File: config.mk
export PLATFORM = sky130hd
export DESIGN_NAME = dat_fill_sequencer
export DESIGN_NICKNAME = d
export VERILOG_FILES = /design/src/rtl/dat_fill_sequencer_pkg.sv /design/src/rtl/dat_port_mux.sv /design/src/rtl/dat_fill_sequencer.sv
export SDC_FILE = /design/constraint.sdc
export NUM_CORES = 1
export LEC_CHECK = 0
export ABC_AREA = 1
export CAP_MARGIN = 20
export CELL_PAD_IN_SITES_DETAIL_PLACEMENT = 1
export CELL_PAD_IN_SITES_GLOBAL_PLACEMENT = 1
export CORE_AREA = 3 3 92 94
export DETAILED_ROUTE_END_ITERATION = 12
export DIE_AREA = 0 0 95 97
export GPL_TIMING_DRIVEN = 0
export MAX_ROUTING_LAYER = met4
export PLACE_DENSITY = 0.84
export SLEW_MARGIN = 10
export SYNTH_ARGS = -nofsm -noshare
export SYNTH_HDL_FRONTEND = slang
export SYNTH_SLANG_ARGS = --single-unit
File: constraint.sdc
create_clock -name e -period 1.6 [get_ports e]
set_input_delay 0.32 -clock e [delete_from_list [all_inputs] [get_ports e]]
set_output_delay 0.32 -clock e [all_outputs]
set_load 0.02 [all_outputs]
File: src/rtl/dat_fill_sequencer_pkg.sv
// ----------------------------------------------------------------------------
// dat_fill_sequencer_pkg
// Shared definitions for the DAT fill sequencer:
//   - fill engine state encoding
//   - fill mode constants
//   - default DAT word address width
//   - helper that forms the word written by the fill engine
// ----------------------------------------------------------------------------
package dat_fill_sequencer_pkg;

   // Default DAT word address width (32K task-register words).
   localparam int DAT_AW = 15;

   // Fill modes, latched at start.
   localparam logic FILL_IDENTITY = 1'b0;
   localparam logic FILL_CONST    = 1'b1;

   typedef enum logic [1:0] {
      ST_IDLE  = 2'd0,
      ST_SETUP = 2'd1,
      ST_WRITE = 2'd2,
      ST_NEXT  = 2'd3
   } fill_state_e;

   // Identity fill maps each word onto its own 8K slot (board pass-through);
   // constant fill writes the latched word everywhere.
   function automatic logic [15:0] fill_word(input logic        mode,
                                             input logic [15:0] const_data,
                                             input logic [7:0]  slot);
      return (mode == FILL_CONST) ? const_data : {8'h00, slot};
   endfunction

endpackage

File: src/rtl/dat_port_mux.sv
// ----------------------------------------------------------------------------
// dat_port_mux
// Combinational select of the DAT SRAM port between the CPU decode and the
// fill engine. The CPU wins whenever sel_cpu_i is high.
// Ports:
//   sel_cpu_i          1   route CPU signals to the SRAM pins
//   cpu_addr_i         AW  CPU address
//   cpu_wdata_i        16  CPU write data
//   cpu_we_l_i/_h_i    1   CPU byte strobes
//   eng_addr_i         AW  fill engine address
//   eng_wdata_i        16  fill engine data
//   eng_we_i           1   fill engine strobe (both bytes)
//   dat_addr_o         AW  SRAM address
//   dat_wdata_o        16  SRAM write data
//   dat_we_l_o/_h_o    1   SRAM byte write enables, active high
// ----------------------------------------------------------------------------
module dat_port_mux
   import dat_fill_sequencer_pkg::*;
#(
   parameter int AW = DAT_AW
) (
   input  logic          sel_cpu_i,
   input  logic [AW-1:0] cpu_addr_i,
   input  logic [15:0]   cpu_wdata_i,
   input  logic          cpu_we_l_i,
   input  logic          cpu_we_h_i,
   input  logic [AW-1:0] eng_addr_i,
   input  logic [15:0]   eng_wdata_i,
   input  logic          eng_we_i,
   output logic [AW-1:0] dat_addr_o,
   output logic [15:0]   dat_wdata_o,
   output logic          dat_we_l_o,
   output logic          dat_we_h_o
);

   always_comb begin
      // NOTE: every output gets a value on every path (defaults first), so no latch is inferred.
      dat_addr_o  = eng_addr_i;
      dat_wdata_o = eng_wdata_i;
      dat_we_l_o  = eng_we_i;
      dat_we_h_o  = eng_we_i;
      if (sel_cpu_i) begin
         dat_addr_o  = cpu_addr_i;
         dat_wdata_o = cpu_wdata_i;
         dat_we_l_o  = cpu_we_l_i;
         dat_we_h_o  = cpu_we_h_i;
      end
   end

endmodule

File: src/rtl/dat_fill_sequencer.sv
// ----------------------------------------------------------------------------
// dat_fill_sequencer
// Arbiter and sequencer for the DAT task-register SRAM. The CPU has absolute
// priority on the port; otherwise a fill engine walks every word writing an
// identity map or a constant, three cycles per word (SETUP, WRITE, NEXT).
// Ports:
//   e            1   clock, rising edge
//   _reset       1   synchronous active-low reset
//   start        1   fill request, sampled in IDLE
//   abort        1   stop the fill at the next word boundary, no done
//   mode         1   0 identity / 1 constant, latched at start
//   fill_data    16  constant fill word, latched at start
//   cpu_req      1   CPU owns the DAT port this cycle
//   cpu_addr     AW  CPU address
//   cpu_wdata    16  CPU write data
//   cpu_we_l/_h  1   CPU byte strobes
//   dat_addr     AW  SRAM address
//   dat_wdata    16  SRAM write data
//   dat_we_l/_h  1   SRAM byte write enables, active high
//   busy         1   fill in progress
//   done         1   one-cycle pulse after the last word
// ----------------------------------------------------------------------------
module dat_fill_sequencer
   import dat_fill_sequencer_pkg::*;
#(
   parameter int AW        = DAT_AW,
   parameter int SLOT_BITS = 3
) (
   input  logic          e,
   input  logic          _reset,
   input  logic          start,
   input  logic          abort,
   input  logic          mode,
   input  logic [15:0]   fill_data,
   input  logic          cpu_req,
   input  logic [AW-1:0] cpu_addr,
   input  logic [15:0]   cpu_wdata,
   input  logic          cpu_we_l,
   input  logic          cpu_we_h,
   output logic [AW-1:0] dat_addr,
   output logic [15:0]   dat_wdata,
   output logic          dat_we_l,
   output logic          dat_we_h,
   output logic          busy,
   output logic          done
);

   fill_state_e   state_q;
   logic [AW-1:0] counter_q;
   logic          mode_q;
   logic [15:0]   fill_data_q;
   logic          abort_q;
   logic          busy_q;
   logic          done_q;
   logic          eng_we_q;

   logic          abort_pend;
   logic [7:0]    slot;
   logic [15:0]   eng_wdata;

   // An abort seen in SETUP/WRITE (or while frozen) is remembered until NEXT.
   assign abort_pend = abort_q | abort;

   always_comb begin
      slot                 = 8'h00;
      slot[SLOT_BITS-1:0]  = counter_q[SLOT_BITS-1:0];
   end

   assign eng_wdata = fill_word(mode_q, fill_data_q, slot);

   // NOTE: state registers use non-blocking assignments so every update in this block sees pre-edge values.
   always_ff @(posedge e) begin
      if (!_reset) begin
         state_q     <= ST_IDLE;
         counter_q   <= '0;
         mode_q      <= FILL_IDENTITY;
         fill_data_q <= 16'h0000;
         abort_q     <= 1'b0;
         busy_q      <= 1'b0;
         done_q      <= 1'b0;
         eng_we_q    <= 1'b0;
      end else begin
         done_q   <= 1'b0;
         eng_we_q <= 1'b0;
         case (state_q)
            ST_IDLE: begin
               // abort is meaningless here; a simultaneous start wins.
               if (start) begin
                  state_q     <= ST_SETUP;
                  counter_q   <= '0;
                  mode_q      <= mode;
                  fill_data_q <= fill_data;
                  abort_q     <= 1'b0;
                  busy_q      <= 1'b1;
               end
            end
            ST_SETUP: begin
               abort_q <= abort_pend;
               if (!cpu_req) begin
                  state_q  <= ST_WRITE;
                  eng_we_q <= 1'b1;
               end
            end
            ST_WRITE: begin
               abort_q <= abort_pend;
               // A write stolen by the CPU is retried from SETUP so the address
               // is always set up a cycle before the strobe.
               state_q <= cpu_req ? ST_SETUP : ST_NEXT;
            end
            ST_NEXT: begin
               if (cpu_req) begin
                  abort_q <= abort_pend;
               end else if (abort_pend) begin
                  state_q   <= ST_IDLE;
                  counter_q <= '0;
                  abort_q   <= 1'b0;
                  busy_q    <= 1'b0;
               end else if (counter_q == {AW{1'b1}}) begin
                  state_q   <= ST_IDLE;
                  counter_q <= counter_q + AW'(1);
                  busy_q    <= 1'b0;
                  done_q    <= 1'b1;
               end else begin
                  state_q   <= ST_SETUP;
                  counter_q <= counter_q + AW'(1);
               end
            end
            default: state_q <= ST_IDLE;
         endcase
      end
   end

   assign busy = busy_q;
   assign done = done_q;

   dat_port_mux #(.AW(AW)) u_mux (
      .sel_cpu_i   (cpu_req | ~busy_q),
      .cpu_addr_i  (cpu_addr),
      .cpu_wdata_i (cpu_wdata),
      .cpu_we_l_i  (cpu_we_l),
      .cpu_we_h_i  (cpu_we_h),
      .eng_addr_i  (counter_q),
      .eng_wdata_i (eng_wdata),
      .eng_we_i    (eng_we_q),
      .dat_addr_o  (dat_addr),
      .dat_wdata_o (dat_wdata),
      .dat_we_l_o  (dat_we_l),
      .dat_we_h_o  (dat_we_h)
   );

endmodule

Word-level counts from Yosys, hierarchy flattened
Index checks and enable logic that the tools add are counted.
{"block": "classes", "muxes": 27, "bitwise": 5, "n_eq_ne": 9, "reduce_logical": 10, "add_sub_neg": 1}
{"op": "2-to-1 mux 15 bit", "count": 4}
{"op": "2-to-1 mux 16 bit", "count": 2}
{"op": "one-hot mux 15 bit (2 select lines)", "count": 1}
{"op": "adder 15 x 1 -> 15 bit, second input constant", "count": 1}
{"op": "== test 15 bit, second input constant", "count": 1}
{"op": "2-to-1 mux 1 bit", "count": 13}
{"op": "2-to-1 mux 2 bit", "count": 4}
{"op": "one-hot mux 2 bit (4 select lines)", "count": 1}
{"op": "!= test 2 bit, second input constant", "count": 3}
{"op": "!= test 3 bit, second input constant", "count": 2}
{"op": "AND reduction 2 bit", "count": 3}
{"op": "AND reduction 3 bit", "count": 2}
{"op": "== test 2 bit, second input constant", "count": 2}
{"op": "AND reduction 4 bit", "count": 1}
{"op": "OR reduction 4 bit", "count": 1}
{"op": "NOT 1 bit", "count": 3}
{"op": "one-hot mux 1 bit (3 select lines)", "count": 1}
{"op": "== test 2 x 1 -> 1 bit, second input constant", "count": 1}
{"op": "zero test 2 bit", "count": 1}
{"op": "bitwise OR 1 bit", "count": 2}
{"op": "one-hot mux 1 bit (2 select lines)", "count": 1}
{"op": "nonzero test 2 bit", "count": 1}
{"op": "OR reduction 2 bit", "count": 1}
{"block": "word_totals", "output_inout_bits": 35, "reg_bits": 38}

Logic depth before layout (Yosys ltp)
Gate-level depths: netlist of the first run.
{"block": "logic_depth", "depth_word": 5, "mapped_depth": 12, "mapped_depth_nobuf": 12}

Hierarchy
Synthesis of the first run repeated with hierarchy kept, for this count alone.
{"block": "unflattened", "cells_unflattened": 396, "area_unflattened_um2": 2369.8}
{"mod": "dat_fill_sequencer", "cells_per_inst": 290, "n_inst": 1, "area_per_inst_um2": 1928.1}
{"mod": "dat_port_mux", "cells_per_inst": 106, "n_inst": 1, "area_per_inst_um2": 441.7}

Least setup slack after synthesis of the first run
Ideal clock, no wire load.
{"block": "synth_timing", "path_kind": "register to output", "from": "reg busy_q (netlist: busy)", "to": "out dat_addr[10]", "path_slack_ns": -0.112, "path_buffers": 2, "path_stages_with_launch": 5, "arrival_ns": 1.392, "path_cell_list": "dfxtp_1 > nand2_1 > buf_2 > clkbuf_1 > o21ai_0"}
{"block": "synth_via", "elab_chain_len": 3}
{"element": "start, declared", "line": "dat_fill_sequencer.sv:53", "rtl": "logic busy_q;"}
{"element": "start signal, assigned", "line": "dat_fill_sequencer.sv:79", "rtl": "busy_q <= 1'b0;"}
{"element": "start signal, assigned", "line": "dat_fill_sequencer.sv:94", "rtl": "busy_q <= 1'b1;"}
{"element": "start signal, assigned", "line": "dat_fill_sequencer.sv:117", "rtl": "busy_q <= 1'b0;"}
{"element": "NOT 1 bit", "line": "dat_fill_sequencer.sv:137", "rtl": ".sel_cpu_i (cpu_req | ~busy_q),"}
{"element": "bitwise OR 1 bit", "line": "dat_fill_sequencer.sv:137"}
{"element": "2-to-1 mux 15 bit", "line": "dat_port_mux.sv:42", "rtl": "if (sel_cpu_i) begin"}
{"element": "end, declared", "line": "dat_fill_sequencer.sv:40", "rtl": "output logic [AW-1:0] dat_addr,"}
No other way between the ends.

Worst setup path after layout of the first run
Same ends and word-level chain as after synthesis.

==> results by group, run 1 <==
Critical path
  • CP endpoint kind: output port
  • Reg2Reg Depth: 11
  • CP required: 1.28 ns
  • R2r setup slk: 0.01 ns
  • CP Class: flip-flop to output port
  • Critical Path Fanout Max: 8
  • WP data arrival: 1.36 ns
  • Startpoint types: flip-flop

Layout
  • Area added between synthesis and finish: 69.2%
  • Fillers: 977
  • Fraction of final layout cells with drive strength greater than 1: 29.8%
  • N_diodes: 0
  • Nets@finish: 525
  • Finished Cell Area: 0.00378 mm^2
  • Core Util, Final: 48.9%

Pwr
  • Pwr dens: 1230 mW/mm^2
  • Maximum vdd ir drop: 0.658 mV
  • Pleak: 1.64 nW

Clock tree
  • H-tree Lvls: 2
  • Clk Tree Root Cell: clkbuf_8
  • TritonCTS clock tree: done
  • Cts bufs inserted: 5
  • Clk sinks: 38
  • CTS max path bufs: 2
  • Clock insertion delay at the later pin of the skew report: 0.29 ns
  • Reg clk slew, reported paths: 0.08 ns

Timing
  • Final Skew: 0.00562 ns
  • Worst-margin pin slew: 0.394 ns
  • Final period util: 105%
  • Hold slack: 0.294 ns
  • Relative slew slack: 73.6%
  • Final hold vios: 0
  • Minimum clock period: 1.68 ns
  • Final setup fails: 20
  • Total negative slack: -0.790 ns
  • Final worst slack: -0.0759 ns
  • Final max-slew violation count: 0
  • F_max: 597 MHz
  • RSZ-0062 raised after global routing: true

Die
  • Number of cell rows: 32
  • Initial core utilization: 28.9%
  • Die Width: 95 um
  • DIE AREA: 0.00922 mm^2
  • Core Area: 0.00773 mm^2
  • Chip height: 97 um
  • Ports: 90

Route
  • 1st-iter DRT viols: 119
  • Via count: 2723
  • Vias/cell: 4.79
  • DRC Markers: 0
  • Routed len/inst: 16.0 um
  • First-pass DRT Iterations: 4
  • Routed Antenna Nets: 0
  • Final wirelength: 9110 um

Placed design
  • HPWL Detailed: 6130 um
  • Total placed instance area: 0.00325 mm^2
  • Gpl congestion: 0.844
  • Number of port buffers: 89

Global route
  • Initial antenna violation count: 0
  • Total grt overflow: 0
  • Gr usage total: 18.5%
  • Largest net degree at the start of global routing: 13
  • First-pass GRT wire length: 13300 um
  • Vias in the first global route: 2724

Yosys
  • Mapped cell area: 0.00223 mm^2
  • Post-synth EDFFs: 0
  • Commonest cells in the netlist: 89 x nand2_1, 62 x nor2_1, 52 x o21ai_0
  • Register area share after synthesis: 34.1%
  • Synth warn: 0
  • Synth top area share: 34.1%
  • Share of flip-flops with an asynchronous set or reset: 0%
  • Distinct cells, synth: 32
  • Count leader, synth: nand2_1
  • Syn Area/Cell: 6.34 um^2
  • Flops & latches, synth: 38
  • Main synth FF type: dfxtp_1
  • Area leader, netlist: dfxtp_1
  • Top cells by area, synth: dfxtp_1 34%, nand2_1 15%, o21ai_0 12%
  • Syn_nets: 412
  • Syn Inst Count: 352

Hold path
  • Worst min path class: primary input to flip-flop
  • WHS Path Cells: 2

Status
  • Failing checks: negative setup slack
  • Outcome: finished with violations

Run
  • Max-Cap Viols: 0
-- critical path: stages, from the launching register on --
cell       delay, ns
dfxtp_2         0.36
nand2_4         0.09
buf_12          0.17
clkbuf_16       0.17
o21ai_2         0.12
buf_4           0.16
-- layer usage --
layer | vias to the layer above | wire length (um) | share of wire [%] | global-route usage, %
met5 | - | 0 | 0 | -
met4 | 0 | 203 | 2.2 | 4.55
met3 | 19 | 460 | 5.1 | 3.42
met2 | 77 | 4670 | 51 | 31.0
met1 | 1282 | 3780 | 41 | 22.9
li1 | 1345 | - | - | -
-- power breakdown --
part           total (W)  switching, W  internal [W]
Combinational    0.00264       0.00145       0.00119
Sequential       0.00128      0.000135       0.00114
Clock           0.000722      0.000375      0.000347
Total            0.00464       0.00196       0.00268
-- logic make-up after synthesis --
group	synth area share, %
and+or+nand+nor	35.4
buffers and inverters	9.81
AOI/OAI and AO/OA	17.9
adders and majority gates	2.80
DFF	34.1
-- layout by cell type, fill, tap and decap left out, types with 3 or more instances in the layout --
| cell type | synthesis | routed |
|---|---|---|
| nand2_1 | 89 | 70 |
| nor2_1 | 62 | 58 |
| clkdlybuf4s50_1 | 0 | 54 |
| dfxtp_1 | 38 | 35 |
| inv_1 | 34 | 29 |
| buf_4 | 0 | 28 |
| o21ai_1 | 3 | 22 |
| o21ai_0 | 52 | 21 |
| nand2_2 | 1 | 15 |
| a21oi_1 | 15 | 15 |
| buf_6 | 0 | 11 |
| nand3_1 | 11 | 10 |
| nand2_4 | 4 | 9 |
| buf_2 | 4 | 9 |
| o21ai_2 | 1 | 8 |
| clkbuf_8 | 0 | 7 |
| inv_2 | 3 | 5 |
| o21ai_4 | 0 | 5 |
| buf_8 | 1 | 4 |
| clkbuf_16 | 0 | 4 |
| inv_4 | 1 | 4 |
| nor3_1 | 4 | 4 |
| nor2_2 | 0 | 3 |
| nand3_2 | 2 | 3 |
| a21oi_2 | 3 | 3 |
| ha_1 | 5 | 3 |
-- worst paths after layout --
path,start,to
setup reg to reg,state_q[1],counter_q[9]
hold / removal,cpu_req,eng_we_q
hold reg to reg,abort_q,abort_q
setup / recovery,busy,dat_addr[10]
-- cell type report --
type	count	area [um^2]	area share, %
clock inverter	2	12.5	0.331
multi-input combinational	261	1450	38.3
sequential	38	769	20.4
tap	102	128	3.38
inverter	40	166	4.41
clock buffer	6	82.6	2.19
buffer	13	144	3.81
timing repair buffer	106	1030	27.2
-- through the flow --
step	setup slack, ns	cells	total power, W
floorplan	-0.112	352	0.00244
global placement	-1.23	543	0.00309
detailed placement	-1.26	543	0.00317
CTS	-0.0815	558	0.00405
global route	-0.141	568	0.00496
finish	-0.0759	568	0.00464
-- registers in the layout (all words and copies together) (netlist names) --
register and count:
eng_we_q 1, mode_q 1, fill_data_q 16, busy 1, abort_q 1, state_q 2
counter_q 15, done 1
-- timing repair --
item | CTS | global route
gates resized for setup | 234 | 94
gates cloned | 2 | 3
pin swaps | 1 | 8
buffers inserted | 5 | 7
endpoints found under the setup margin | 69 | 50
hold buffers | 0 | 0
Note: power is estimated with default switching activity, not from simulation.
==> inputs of run 2 (changes only) <==
CORE_AREA = 3 3 71 123   (was 3 3 92 94)
DIE_AREA = 0 0 74 126   (was 0 0 95 97)
PLACE_DENSITY = 0.83   (was 0.84)
==> run 2 against run 1 <==
Effect of this change: the run still ends with negative setup slack left; wire length shrank 1.8%; first-iteration DRC count is 36% lower; sequential power about the same; combinational power is 3% lower; count of clock-buffer cells in the layout grew 1; setup slack improved by 0.0061 ns; cell count is 2.6% lower; core utilization up 0.40 points; sequential share of layout area down 0.53 points; cell area rose by 3.2%; global-route usage is 0.27 points lower; flip-flop and latch count stayed put; highest routed layer unchanged.
==> results by group, run 2 (synthesis results as in run 1) <==
Layout
  • Most frequent cells in the layout: 65 x nand2_1, 60 x nor2_1, 54 x clkdlybuf4s50_1
  • Core Util, Final: 49.3%
  • N_diodes: 0
  • Fraction of final layout cells with drive strength greater than 1: 31.5%
  • Fillers: 963
  • Largest register FFs: 16
  • Reg with most FFs: fill_data_q
  • FF/Latch Area: 773 um^2
  • Biggest regs: fill_data_q (16), counter_q (15), state_q (2)
  • Nets@finish: 522
  • Multi-input logic area: 0.00150 mm^2
  • Most common cell after layout, fill and taps aside: nand2_1
  • Area added between synthesis and finish: 74.6%

Clock tree
  • Clock insertion delay at the later pin of the skew report: 0.29 ns
  • Clk sinks: 38
  • Clk Tree Root Cell: clkbuf_16
  • H-tree Lvls: 2
  • Cts bufs inserted: 5
  • TritonCTS clock tree: done
  • CTS max path bufs: 2
  • Hold Buf Count CTS: 0
  • Reg clk slew, reported paths: 0.06 ns

Run
  • Max-Cap Viols: 0

Global route
  • Gr usage total: 18.3%
  • Vias in the first global route: 2764
  • Total grt overflow: 0
  • Largest net degree at the start of global routing: 12
  • First-pass GRT wire length: 12800 um
  • Initial antenna violation count: 0

Die
  • Number of cell rows: 43
  • Initial core utilization: 28.2%
  • Ports: 90
  • Core Area: 0.00791 mm^2
  • DIE AREA: 0.00932 mm^2
  • Die Width: 74 um
  • Chip height: 126 um

Critical path
  • CP required: 1.28 ns
  • CP Class: flip-flop to output port
  • Critical Path Fanout Max: 5
  • CP endpoint kind: output port
  • Startpoint types: flip-flop
  • WP data arrival: 1.35 ns

Timing
  • Relative slew slack: 72.1%
  • Final setup fails: 27
  • Total negative slack: -1.02 ns
  • Final hold vios: 0
  • RSZ-0062 raised after global routing: true
  • Worst-margin pin slew: 0.419 ns
  • F_max: 599 MHz
  • Final worst slack: -0.0698 ns
  • Final period util: 104%
  • Minimum clock period: 1.67 ns
  • Final max-slew violation count: 0
  • Final Skew: 0.00680 ns

Route
  • Routed len/inst: 16.2 um
  • 1st-iter DRT viols: 76
  • Vias/cell: 4.82
  • Via count: 2665
  • Routed Antenna Nets: 0
  • First-pass DRT Iterations: 4
  • Final wirelength: 8940 um
  • DRC Markers: 0

Pwr
  • Maximum vdd ir drop: 0.722 mV
  • Pwr dens: 1250 mW/mm^2
  • Pleak: 1.67 nW

Placed design
  • Gpl congestion: 0.847
  • HPWL Detailed: 6270 um
  • Number of port buffers: 89

Status
  • Outcome: finished with violations
  • Failing checks: negative setup slack

Hold path
  • Worst min path class: primary input to flip-flop
run 2: changes by cell type in the layout (fill, tap and decap cells not counted), moves of 3 or more:
cell	before	now
buf_4	28	19
buf_6	11	18
clkbuf_16	4	10
clkbuf_8	7	2
nand2_1	70	65
nand2_2	15	20
nand2_4	9	6
nand2_8	0	3
o21ai_0	21	24
o21ai_1	22	13
o21ai_2	8	14
run 2: worst paths after layout:
| path | from | end | slack [ns] | cells after the start |
|---|---|---|---|---|
| min | cpu_req | eng_we_q | 0.33 | 2 |
| max | busy | dat_addr[7] | -0.07 | 5 |
| max reg2reg | state_q[1] | counter_q[13] | 0.02 | 12 |
| min reg2reg | abort_q | abort_q | 0.47 | 2 |
run 2: per-layer routing:
| metal | GRT usage [%] | vias to the layer above | part of all wire, % |
|---|---|---|---|
| li1 | - | 1335 | - |
| met2 | 34.7 | 70 | 59 |
| met3 | 3.35 | 20 | 4.0 |
| met4 | 8.96 | 0 | 3.1 |
| met5 | - | - | 0 |
| met1 | 16.3 | 1240 | 34 |
run 2: repair_timing:
| action | in CTS | in global routing |
|---|---|---|
| buffers inserted | 3 | 6 |
| pin swaps | 0 | 5 |
| gates resized for setup | 239 | 109 |
| cloned | 0 | 5 |
| endpoints found under the setup margin | 69 | 46 |
run 2: worst max-delay path: stages (launching register included):
cell,delay [ns]
dfxtp_4,0.39
nand2_8,0.09
clkbuf_16,0.16
clkbuf_16,0.16
o21ai_1,0.11
buf_4,0.15
run 2: cell type report:
type / count / area share [%]
Inverter: 40 / 4.53
Timing Repair Buffer: 103 / 26.5
Clock buffer: 7 / 3.66
Clock inverter: 1 / 0.128
Buffer: 13 / 3.85
Sequential cell: 38 / 19.8
Tap cell: 90 / 2.89
Multi-Input combinational cell: 261 / 38.6
run 2: through the flow:
stage	instances	worst slack, ns	instance area, um^2	total power (W)	hold slack [ns]
after floorplan	352	-0.112	2230	0.00244	0.397
after global placement	531	-1.28	3240	0.00311	0.451
after detailed placement	531	-1.31	3240	0.00318	0.462
after CTS	542	-0.0788	3430	0.00431	0.407
after global routing	553	-0.117	3900	0.00518	0.350
final	553	-0.0698	3900	0.00487	0.332
run 2: power breakdown:
| part | switching (W) | total, W | internal [W] | leakage, nW |
|---|---|---|---|---|
| registers | 0.000139 | 0.00129 | 0.00115 | 0.313 |
| clock network | 0.000399 | 0.00102 | 0.000618 | 0.0739 |
| logic | 0.00144 | 0.00256 | 0.00112 | 1.28 |
| total | 0.00198 | 0.00487 | 0.00289 | 1.67 |
